`config.mk`:
```
export PLATFORM = sky130hd
export DESIGN_NAME = fp_compare_scheduler
export DESIGN_NICKNAME = d
export VERILOG_FILES = /design/src/rtl/fp_compare_pkg.sv /design/src/rtl/rr_arbiter.sv /design/src/rtl/fp_compare_scheduler.sv
export SDC_FILE = /design/constraint.sdc
export NUM_CORES = 1
export LEC_CHECK = 0
export CORE_AREA = 2 2 135 137
export DETAILED_ROUTE_END_ITERATION = 12
export DIE_AREA = 0 0 137 139
export GPL_ROUTABILITY_DRIVEN = 0
export HOLD_SLACK_MARGIN = 0.12
export PLACE_DENSITY = 0.76
export SLEW_MARGIN = 20
export SYNTH_ARGS = -nofsm -noshare
export SYNTH_HDL_FRONTEND = slang
export SYNTH_HIERARCHICAL = 1
export SYNTH_SLANG_ARGS = --single-unit
```
`constraint.sdc`:
```
create_clock -name clock -period 4.9 [get_ports clock]
set_input_delay 0.735 -clock clock [delete_from_list [all_inputs] [get_ports clock]]
set_output_delay 0.735 -clock clock [all_outputs]
set_load 0.05 [all_outputs]
```
`src/rtl/fp_compare_pkg.sv`:
```
// Shared definitions for schedulers that front a pipelined FP compare unit.
// Op encodings, the tag that rides alongside each in-flight compare, and ID sizing.
package fp_compare_pkg;

  localparam logic [1:0] OP_LTE = 2'd0;
  localparam logic [1:0] OP_GTE = 2'd1;
  localparam logic [1:0] OP_GT  = 2'd2;
  localparam logic [1:0] OP_LT  = 2'd3;

  // Wide enough for up to 16 requesters; narrower IDs are zero-extended.
  localparam int TAG_ID_W = 4;

  typedef struct packed {
    logic                valid;
    logic [TAG_ID_W-1:0] id;
    logic                inv;
  } tag_t;

  function automatic int id_w(input int n);
    return (n < 2) ? 1 : $clog2(n);
  endfunction

endpackage

```
`src/rtl/rr_arbiter.sv`:
```
// Round-robin arbiter: grants the first requester at or after ptr.
// The pointer moves past the winner only when the grant is consumed (advance).
module rr_arbiter
  import fp_compare_pkg::*;
#(
  parameter int N  = 4,
  parameter int IW = id_w(N)
) (
  input  logic          clock,
  input  logic          reset,
  input  logic [N-1:0]  req,
  input  logic          advance,
  output logic [N-1:0]  grant,
  output logic [IW-1:0] idx
);

  logic [IW-1:0] ptr;
  logic [IW-1:0] pos;
  logic          found;

  always_comb begin
    grant = '0;
    idx   = '0;
    found = 1'b0;
    pos   = ptr;
    for (int k = 0; k < N; k++) begin
      if (!found && req[pos]) begin
        found      = 1'b1;
        grant[pos] = 1'b1;
        idx        = pos;
      end
      pos = (pos == IW'(N-1)) ? '0 : pos + 1'b1;
    end
  end

  always_ff @(posedge clock or negedge reset) begin
    if (!reset)
      ptr <= '0;
    else if (advance && found)
      ptr <= (idx == IW'(N-1)) ? '0 : idx + 1'b1;
  end

endmodule

```
`src/rtl/fp_compare_scheduler.sv`:
```
// Shares one pipelined FP a<=b compare unit between NUM_REQ requesters.
// GTE/LT swap operands, GT/LT invert the result; a tag pipe routes results home.
module fp_compare_scheduler
  import fp_compare_pkg::*;
#(
  parameter int NUM_REQ = 4,
  parameter int LATENCY = 2
) (
  input  logic                      clock,
  input  logic                      reset,
  input  logic [NUM_REQ-1:0]        req_valid,
  output logic [NUM_REQ-1:0]        req_ready,
  input  logic [NUM_REQ-1:0][31:0]  req_a,
  input  logic [NUM_REQ-1:0][31:0]  req_b,
  input  logic [NUM_REQ-1:0][1:0]   req_op,
  output logic [NUM_REQ-1:0]        resp_valid,
  output logic [NUM_REQ-1:0]        resp_result,
  output logic [31:0]               cmp_a,
  output logic [31:0]               cmp_b,
  input  logic                      cmp_q
);

  localparam int IW = id_w(NUM_REQ);

  logic [NUM_REQ-1:0] grant;
  logic [IW-1:0]      gidx;
  logic [1:0]         sel_op;
  logic               swap;
  tag_t               issue_tag;
  tag_t [LATENCY:0]   tag_pipe;
  tag_t               tail;
  logic [NUM_REQ-1:0] resp_valid_d;
  logic [NUM_REQ-1:0] resp_result_d;

  // No backpressure from the compare unit, so every grant is consumed.
  rr_arbiter #(.N(NUM_REQ), .IW(IW)) u_arb (
    .clock   (clock),
    .reset   (reset),
    .req     (req_valid),
    .advance (1'b1),
    .grant   (grant),
    .idx     (gidx)
  );

  assign req_ready = reset ? grant : '0;

  always_comb begin
    sel_op          = req_op[gidx];
    swap            = (sel_op == OP_GTE) || (sel_op == OP_LT);
    issue_tag.valid = |grant;
    issue_tag.id    = TAG_ID_W'(gidx);
    issue_tag.inv   = (sel_op == OP_GT) || (sel_op == OP_LT);
  end

  // Operands hold while idle so the compare unit sees no toggling.
  always_ff @(posedge clock or negedge reset) begin
    if (!reset) begin
      cmp_a <= '0;
      cmp_b <= '0;
    end else if (|grant) begin
      cmp_a <= swap ? req_b[gidx] : req_a[gidx];
      cmp_b <= swap ? req_a[gidx] : req_b[gidx];
    end
  end

  // Stage 0 launches with cmp_a/cmp_b; stage LATENCY lines up with cmp_q.
  always_ff @(posedge clock or negedge reset) begin
    if (!reset) begin
      tag_pipe <= '0;
    end else begin
      tag_pipe[0] <= issue_tag;
      for (int s = 1; s <= LATENCY; s++)
        tag_pipe[s] <= tag_pipe[s-1];
    end
  end

  assign tail = tag_pipe[LATENCY];

  always_comb begin
    resp_valid_d  = '0;
    resp_result_d = '0;
    for (int i = 0; i < NUM_REQ; i++) begin
      if (tail.valid && (tail.id == TAG_ID_W'(i))) begin
        resp_valid_d[i]  = 1'b1;
        resp_result_d[i] = cmp_q ^ tail.inv;
      end
    end
  end

  always_ff @(posedge clock or negedge reset) begin
    if (!reset) begin
      resp_valid  <= '0;
      resp_result <= '0;
    end else begin
      resp_valid  <= resp_valid_d;
      resp_result <= resp_result_d;
    end
  end

endmodule

```
== After elaboration in Yosys (flattened, before gate mapping) ==
Index checks and enable logic that the tools add are counted.
Word-level totals
  flip-flop bits (word level): 86
  bits in latches: 0
  bits in writable memories: 0
  ROM bits: 0
  input port bits: 271
  output and inout bits: 76
  memories kept: 0
Cells by class
  $add $sub $neg: 4
  multiply operators: 0
  div/mod/pow operators: 0
  magnitude comparators: 9
  equal/unequal tests: 10
  shifts and indexed selects: 0
  muxes and demuxes: 49
  bitwise logic cells: 4
  reduce and logical (&&, ||, !) cells: 18
Operators with widths (number)
  32-bit binary-select mux with 2-bit select: 2
  32-bit two-way mux: 4
  1-bit two-way mux: 20
  4-bit two-way mux: 5
  2-bit two-way mux: 9
  2-bit equality test (second input constant): 8
  2-bit by 3-bit < comparator with 1-bit output (second input constant): 5
  4-bit OR: 3
  1-bit logical AND: 11
  2-bit by 1-bit adder with 2-bit output (second input constant): 4
  1-bit binary-select mux with 2-bit select: 4
  1-bit demux with 2-bit select: 4
  2-bit by 1-bit >= comparator with 1-bit output (second input constant): 4
  2-bit binary-select mux with 2-bit select: 1
  2-bit by 1-bit equality test with 1-bit output (second input constant): 2
  4-bit logical NOT: 1
  4-bit OR reduction: 1
  1-bit logical NOT: 3
  1-bit logical OR: 2
  1-bit bitwise XOR: 1

== Longest topological paths before layout ==
Gate-level depths: netlist (run 1).
  depth in word-level cells: 17
  mapped depth: 15

== Hierarchy ==
Netlist (run 1), hierarchy kept.
By module, submodules not included
  fp_compare_scheduler: instances 1, cells an instance 394, area each 5233.8 um2, seq. area each 2102.0 um2
  rr_arbiter: instances 1, cells an instance 91, area each 733.2 um2, seq. area each 50.0 um2

== Least setup slack after synthesis (run 1) ==
Ideal clock, no wire load.
  path type: register to register
  start point: register u_arb.ptr[1]
  end point: register cmp_a[0]
  data arrival time: 3619 ps
  data required time: 4768 ps
  slack: 1148 ps
  cell stages (with the launch flop): 14
  path buffers: 4
  clock period less this slack: 3752 ps
  cells stage by stage: dfrtp_1 -> buf_2 -> inv_1 -> ha_1 -> buf_6 -> mux4_2 -> or4_1 -> nor2_1 -> or4_1 -> buf_6 -> buf_6 -> mux4_1 -> mux2i_1 -> o21ai_1
Between the ends
  word-level cells in the longest chain between the ends: 17
  elaborated cells between the ends (all ways): 68
Ends and longest elaborated chain
  from (decl): line rr_arbiter.sv:17  | logic [IW-1:0] ptr;
  from (signal assigned): line rr_arbiter.sv:40  | ptr <= (idx == IW'(N-1)) ? '0 : idx + 1'b1;
  branches (longest 11 deep; another with 2-bit by 1-bit adder with 2-bit output)
  2-bit two-way mux *: line rr_arbiter.sv:27  | if (!found && req[pos]) begin
  net gidx[0]: line fp_compare_scheduler.sv:26  | logic [IW-1:0] gidx;
  2-bit binary-select mux with 2-bit select: line fp_compare_scheduler.sv:48  | sel_op = req_op[gidx];
  2-bit two-way mux (not written as such): line fp_compare_scheduler.sv:48
  2-bit by 1-bit equality test with 1-bit output or 2-bit equality test (tied branches): line fp_compare_scheduler.sv:49  | swap = (sel_op == OP_GTE) || (sel_op == OP_LT);
  1-bit logical OR: line fp_compare_scheduler.sv:49
  32-bit two-way mux *: line fp_compare_scheduler.sv:61  | cmp_a <= swap ? req_b[gidx] : req_a[gidx];
  to (signal assigned): line fp_compare_scheduler.sv:61
  to (decl): line fp_compare_scheduler.sv:18  | output logic [31:0] cmp_a,
Mark *: on every way through the listed nets, which the timed path passes. The select of a mux whose other input is x is not followed.
A chain may end at the register's enable or synchronous reset.

== Worst setup path in the final report (run 1) ==
  start point: register u_arb.ptr[0]
  end point: output req_ready[2]
Between the ends
  word-level cells in the longest chain between the ends: 13
  elaborated cells between the ends (all ways): 54
Ends and longest elaborated chain
  2-bit by 1-bit adder with 2-bit output, or another cell as far along: line rr_arbiter.sv:32  | pos = (pos == IW'(N-1)) ? '0 : pos + 1'b1;
  2-bit two-way mux or 1-bit two-way mux (tied branches): line rr_arbiter.sv:32, rr_arbiter.sv:27
  2-bit by 1-bit adder with 2-bit output, or another cell as far along: line rr_arbiter.sv:32
  2-bit two-way mux, or another cell as far along: line rr_arbiter.sv:32
  2-bit by 1-bit adder with 2-bit output, or another cell as far along: line rr_arbiter.sv:32
  2-bit two-way mux, or another cell as far along: line rr_arbiter.sv:32
  2-bit by 3-bit < comparator with 1-bit output (not written as such), or another cell as far along: line rr_arbiter.sv:29  | grant[pos] = 1'b1;
  1-bit logical AND (not written as such), or another cell as far along: line rr_arbiter.sv:29
  1-bit two-way mux (not written as such), or another cell as far along: line rr_arbiter.sv:29
  1-bit demux with 2-bit select, or another cell as far along
  4-bit OR (no line) or 1-bit logical AND (tied branches)
  4-bit two-way mux *: line rr_arbiter.sv:27
  net grant[2]: line fp_compare_scheduler.sv:25  | logic [NUM_REQ-1:0] grant;
  4-bit two-way mux *: line fp_compare_scheduler.sv:45  | assign req_ready = reset ? grant : '0;
  to (decl): line fp_compare_scheduler.sv:12  | output logic [NUM_REQ-1:0] req_ready,
The timed path passes the listed nets; every way through them passes the cells marked *. The select of a mux whose other input is x is not followed.

==> metrics, run 1 <==
outcome complete, no violations; Least-Margin Pin Slew 0.687 ns; Clock Sink Count 86; Reg area 2150 sq um; Seq/Total Area, Yosys 36.1%; worst vdd ir 0.699 mV; vias in the first global route between 5000 and 6000; r2r worst-path depth 10; setup violators final 0; Initial Util 33.8%; CP Data Required Time about 4.2 ns; Sw Ratio 48.8%; synthesized flop and latch total 86; vias 5359; Die X-Extent 137 um; Final Hold Fails 0; 1st-pass router iterations 4; clk_skew 0.00593 ns; CTS Buf Count 9; routed len/inst 18.6 um; DRC Markers 0; Diodes inserted 0; Min-Delay Path Class register to register; cts-stage hold buffer count 0; Pins Over Slew Limit 0; Worst EP arrival ~3.8 ns; Synth cell types 45; cts repair resizes 0; cells after synthesis 485; max cap viols 0; total track usage roughly 20%; Ys Warns 6; r2r startpoint u_arb/ptr[0]; worst reg2reg setup slack 1.00 ns; setup TNS 0 ns; clock root buffer clkbuf_16; relative slew slack 54.2%; Post-DP HPWL about 15000 um; Syn Std Cell Area 5970 sq um; CP startpoint kind register; Crit. End Element output pin; CTS max path bufs 2; first-pass GRT wire length 29100 um; r2r endpoint cmp_b[24]; DIE AREA 19000 sq um; register share of total power 14.8%; Die Height between 100 and 150 um; setup bufs post-CTS 0; pwr/cell area 912 nW/um^2; share of post-route cells with drive strength above 1 under 10%; clock power share 7.9%; htree depth 3; DRT iter0 DRCs 220; final core occ 56.1%; Synth-to-Final Area Change 66.1%; Worst-path clk slew 0.06 ns; largest net degree at the start of global routing 130; critical path class register to output pin; Gate power share between 70% and 80%; total wire length 19500 um; synthesized area per cell 12.3 sq um; Int Power roughly 4.6 mW; clk_lat worst skew 0.33 ns; total power 9.04 mW; I/O Buffers 346; I/O pins 347; critical path endpoint req_ready[2]; Tcrit/Tclk final 91.4%; gr ovfl total 0; crit-path max FO 10; Static Leakage 4.02 nW; multi-input logic area 3520 sq um; RSZ-0062 raised after global routing false; CTS tree built; nets 1090; post-route minimum period 4.48 ns; maximum clock frequency roughly 220 MHz; top cell type by total area after synthesis dfrtp_1; core region area around 18000 sq um; via/cell ratio 5.13; Worst Setup SP u_arb/ptr[0]; ANT nets after route 0; antenna violations before repair 1; Psw roughly 4.4 mW; Cell Rows 49; Fill cells 1530; largest cells by area after synthesis dfrtp_1 36%, mux4_2 16%, mux2i_1 12%; Yosys top cell area share 36.1%; Fin Hold WS 0.345 ns
registers in the layout, summed over array words and instances (netlist names):
name,count
u_arb/ptr,2
cmp_a,32
cmp_b,32
tag_pipe,12
resp_valid,4
resp_result,4
cells in the mapped netlist, drive strengths merged:
| cell type | n |
|---|---|
| dfrtp | 86 |
| o21ai | 71 |
| mux2i | 69 |
| nand2 | 69 |
| mux4 | 68 |
| buf | 29 |
| clkbuf | 14 |
| ha | 8 |
| inv | 7 |
| and2 | 5 |
| a21oi | 4 |
| a221o | 4 |
| nor2 | 4 |
| nor2b | 4 |
| a22o | 3 |
| nor3 | 3 |
| nor3b | 3 |
| or4 | 3 |
| a211oi | 2 |
| and4b | 2 |
| nand3 | 2 |
| nor4 | 2 |
| nor4bb | 2 |
| o211a | 2 |
| o211ai | 2 |
| o21a | 2 |
| xnor2 | 2 |
| a21o | 1 |
| a31oi | 1 |
| a32o | 1 |
| and3 | 1 |
| and3b | 1 |
| conb | 1 |
| mux2 | 1 |
| nand4b | 1 |
| nor4b | 1 |
| o21bai | 1 |
| o22ai | 1 |
| o31ai | 1 |
| or3 | 1 |
cells in the final DEF, fill, tap and decap left out, types with 5 or more instances in the layout:
master           synthesis  final
inv_1                    7      7
mux2i_1                 69     69
nand2_1                 69     69
o21ai_1                 60     60
buf_12                   0      5
buf_4                    2      7
clkdlybuf4s50_1          0    345
clkbuf_16                0      9
o21ai_0                 11     11
mux4_1                  25     25
mux4_2                  43     42
and2_1                   5      5
dfrtp_1                 86     86
ha_1                     8      8
routing by layer:
metal  share of wire, %  global-route usage (%)  vias up
met4                1.4                    5.86        2
met1                 38                    23.2     2562
met3                9.8                    6.10       19
li1                   -                       -     2527
met2                 51                    35.0      249
met5              0.072                       0        -
layout make-up:
class,instances,share of cell area (%)
repair buffers,357,36.4
multi-input cells,350,35.5
flip-flops and latches,86,21.7
well taps,229,2.89
clock buffers,12,2.69
clock inverters,4,0.543
inverters,7,0.265
worst max-delay path: stages (launching register included):
cell	delay, ns
dfrtp_1	0.38
inv_1	0.19
ha_1	0.39
buf_4	0.23
o21ai_0	0.15
a31oi_1	0.14
o21a_1	0.23
nor3b_1	0.44
a221o_1	0.31
and2_1	0.15
clkdlybuf4s50_1	0.80
stage by stage:
| step | instance area [sq um] | instances | worst slack [ns] |
|---|---|---|---|
| final | 9910 | 1045 | 0.419 |
| after global routing | 9910 | 1045 | 0.144 |
| after CTS | 9910 | 1045 | 0.430 |
| after detailed placement | 9590 | 1029 | 0.492 |
| after global placement | 9590 | 1029 | 0.545 |
| after floorplan | 5970 | 486 | 1.15 |
cells by family after synthesis:
family,Yosys count,synth area share [%]
AOI/OAI and AO/OA,96,9.25
xor gates and xnor gates,2,0.294
adders and majority gates,8,1.68
buffers and inverters,50,5.31
DFF,86,36.1
muxes,138,39.0
other,1,0.0628
and+or+nand+nor,104,8.35
power by group through the flow:
stage          clock [mW]  combinational, mW  sequential, mW
2_1_floorplan           0               4.37            2.36
3_3_place_gp            0               6.96            1.33
3_5_place_dp            0               7.07            1.35
4_1_cts             0.740               7.08            1.34
5_1_grt             0.775               7.54            1.38
6_report            0.717               6.98            1.34
worst min path at each step:
stage,startpoint,slack (ns),to,depth (start not counted)
floorplan,tag_pipe[5],0.33,tag_pipe[11],0
global placement,tag_pipe[7],0.33,tag_pipe[13],0
detailed placement,tag_pipe[7],0.33,tag_pipe[13],0
CTS,tag_pipe[11],0.35,tag_pipe[17],0
global route,tag_pipe[11],0.34,tag_pipe[17],0
finish,tag_pipe[11],0.34,tag_pipe[17],0
(Power assumes the default switching activity.)
==> run 2, diff against run 1 <==
CORE_AREA = 2 2 133 135   (was 2 2 135 137)
DIE_AREA = 0 0 135 137   (was 0 0 137 139)
PLACE_DENSITY = not set   (was 0.76)
PLACE_DENSITY_LB_ADDON = 0.1   (was not set)
clock period = 5.7 ns   (was 4.9 ns; I/O delays follow)
==> run 2 against run 1 <==
Against the previous run: die area fell by 2.9%; count of clock-buffer cells in the layout shrank 3; clock skew about the same; cell count down 0.77%; core utilization rose by 1.3 points; register-to-register slack got worse by 0.11 ns; critical path depth down 3; critical endpoint is now req_ready[0]; highest routed layer is now met4.
==> metrics, run 2 (synthesized netlist as in run 1, its figures left out) <==
CP startpoint kind register; gr ovfl total 0 (unchanged); Cell Rows 48 (-2.0%); vias in the first global route 5493 (+2.5%); relative slew slack 42.1% (-12 points); Worst Path Buf+Inv 2 (-1); Diodes inserted 0 (unchanged); CP Data Required Time 4.85 ns (+0.69 ns); htree depth 3 (unchanged); Pins Over Slew Limit 0 (unchanged); maximum clock frequency roughly 190 MHz; max cap viols 0 (unchanged); worst vdd ir 1.08 mV (+55%); Layout Cells excl Fill 1037 (-0.77%); post-route minimum period slightly above 5 ns; RSZ-0062 raised after global routing false; critical-path cell list inv_1 -> ha_1 -> mux4_2 -> nor3b_1 -> a221o_1 -> and2_1 -> clkdlybuf4s50_1; Worst-path clk slew 0.06 ns (about the same); clk_lat worst skew 0.34 ns (about the same); Least-Margin Pin Slew 0.869 ns (+0.182 ns); setup violators final 0 (unchanged); Min-Delay Path Class register to register; critical path's top delay family buffers and inverters; Fin Hold WS 0.346 ns (+0.00186 ns); biggest regs cmp_a: 32 flops, cmp_b: 32 flops, tag_pipe: 12 flops; DIE AREA 18500 sq um (-2.9%); nets 1086 (-0.37%); Crit. End Element output pin; CTS Buf Count 9 (unchanged); Static Leakage 3.97 nW (-1.3%); total wire length 19500 um (about the same); most common cell after layout, fill and taps aside clkdlybuf4s50_1; critical path class register to output pin; I/O Buffers 346 (unchanged); cts-stage hold buffer count 0 (unchanged); Post-Place Cell Area 9520 sq um (-0.76%); outcome complete, no violations; clock root buffer clkbuf_16; first-pass GRT wire length 29000 um (-0.24%); setup TNS 0 ns (unchanged); most frequent cells in the layout 345 x clkdlybuf4s50_1, 86 x dfrtp_1, 69 x nand2_1, 69 x mux2i_1, 60 x o21ai_1; clk_skew 0.00639 ns (+0.000455 ns); Tcrit/Tclk final 90.1%; CTS max path bufs 2 (unchanged); total track usage 20.2% (+0.24 points); cts repair resizes 0 (unchanged); largest net degree at the start of global routing 77 (-41%); pwr/cell area 782 nW/um^2 (-14%); vias 5406 (+0.88%); antenna violations before repair 0 (-1); via/cell ratio 5.21 (+1.7%); Worst EP arrival 4.28 ns (+0.53 ns); DRT iter0 DRCs 193 (-12%); Fill cells 1406 (-8.1%); Inst Count DP 1021 (-0.78%); share of post-route cells with drive strength above 1 8.62% (-0.45 points); core region area 17100 sq um (-3.4%); slowest CP cell clkdlybuf4s50_1; post-layout instance area 9790 sq um (-1.2%); DRC Markers 0 (unchanged); Die Height 137 um (-1.4%); Clock Sink Count 86 (unchanged); CTS tree built; I/O pins 347 (unchanged); Initial Util 35.0% (+1.2 points); worst setup margin 0.563 ns (+0.144 ns); slowest cell delay on critical path 0.80 ns (about the same); setup bufs post-CTS 0 (unchanged); routed len/inst 18.8 um (+0.80%); crit-path max FO 20 (+10); Post-DP HPWL 15400 um (+0.28%); Synth-to-Final Area Change 64.0%; Final Hold Fails 0 (unchanged); Placement Setup Slack 0.919 ns (+0.427 ns); ANT nets after route 0 (unchanged); 1st-pass router iterations 4 (unchanged); Die X-Extent 135 um (-1.5%)
[run 2: worst paths after layout]
path | cells after the start | endpoint | slack (ns) | start
max | 7 | req_ready[0] | 0.56 | u_arb/ptr[1]
min | 0 | tag_pipe[13] | 0.35 | tag_pipe[7]
max reg2reg | 10 | cmp_b[1] | 0.89 | u_arb/ptr[1]
min reg2reg | 0 | tag_pipe[13] | 0.35 | tag_pipe[7]
max in group asynchronous | 2 | cmp_b[6] | 4.18 | reset
min in group asynchronous | 1 | cmp_a[17] | 0.50 | reset
[run 2: cell type report]
| class | count | area (sq um) | share of cell area [%] |
|---|---|---|---|
| Inverter | 7 | 26.3 | 0.268 |
| Sequential cell | 86 | 2150 | 22.0 |
| Clock buffer | 9 | 225 | 2.30 |
| Multi-Input combinational cell | 350 | 3520 | 35.9 |
| Clock inverter | 7 | 47.5 | 0.486 |
| Timing Repair Buffer | 353 | 3540 | 36.1 |
| Tap cell | 225 | 282 | 2.88 |
[run 2: routing by layer]
metal,vias up,global-route usage [%],routed length [um]
li1,2516,-,-
met1,2626,23.3,7310
met2,235,36.7,10100
met3,29,4.44,1560
met4,0,7.41,457
met5,-,0,0
[run 2: through the flow]
stage | total power [mW] | util, %
floorplan | 5.79 | -
global placement | 7.03 | 55.8
detailed placement | 7.19 | 55.8
CTS | 7.76 | 57.4
global route | 8.23 | 57.4
finish | 7.65 | 57.4
[run 2: where the power goes]
part	switching, mW	leakage (nW)	internal [mW]
Sequential	0.171	1.04	1.00
Clock	0.245	0.132	0.296
Combinational	3.42	2.80	2.52
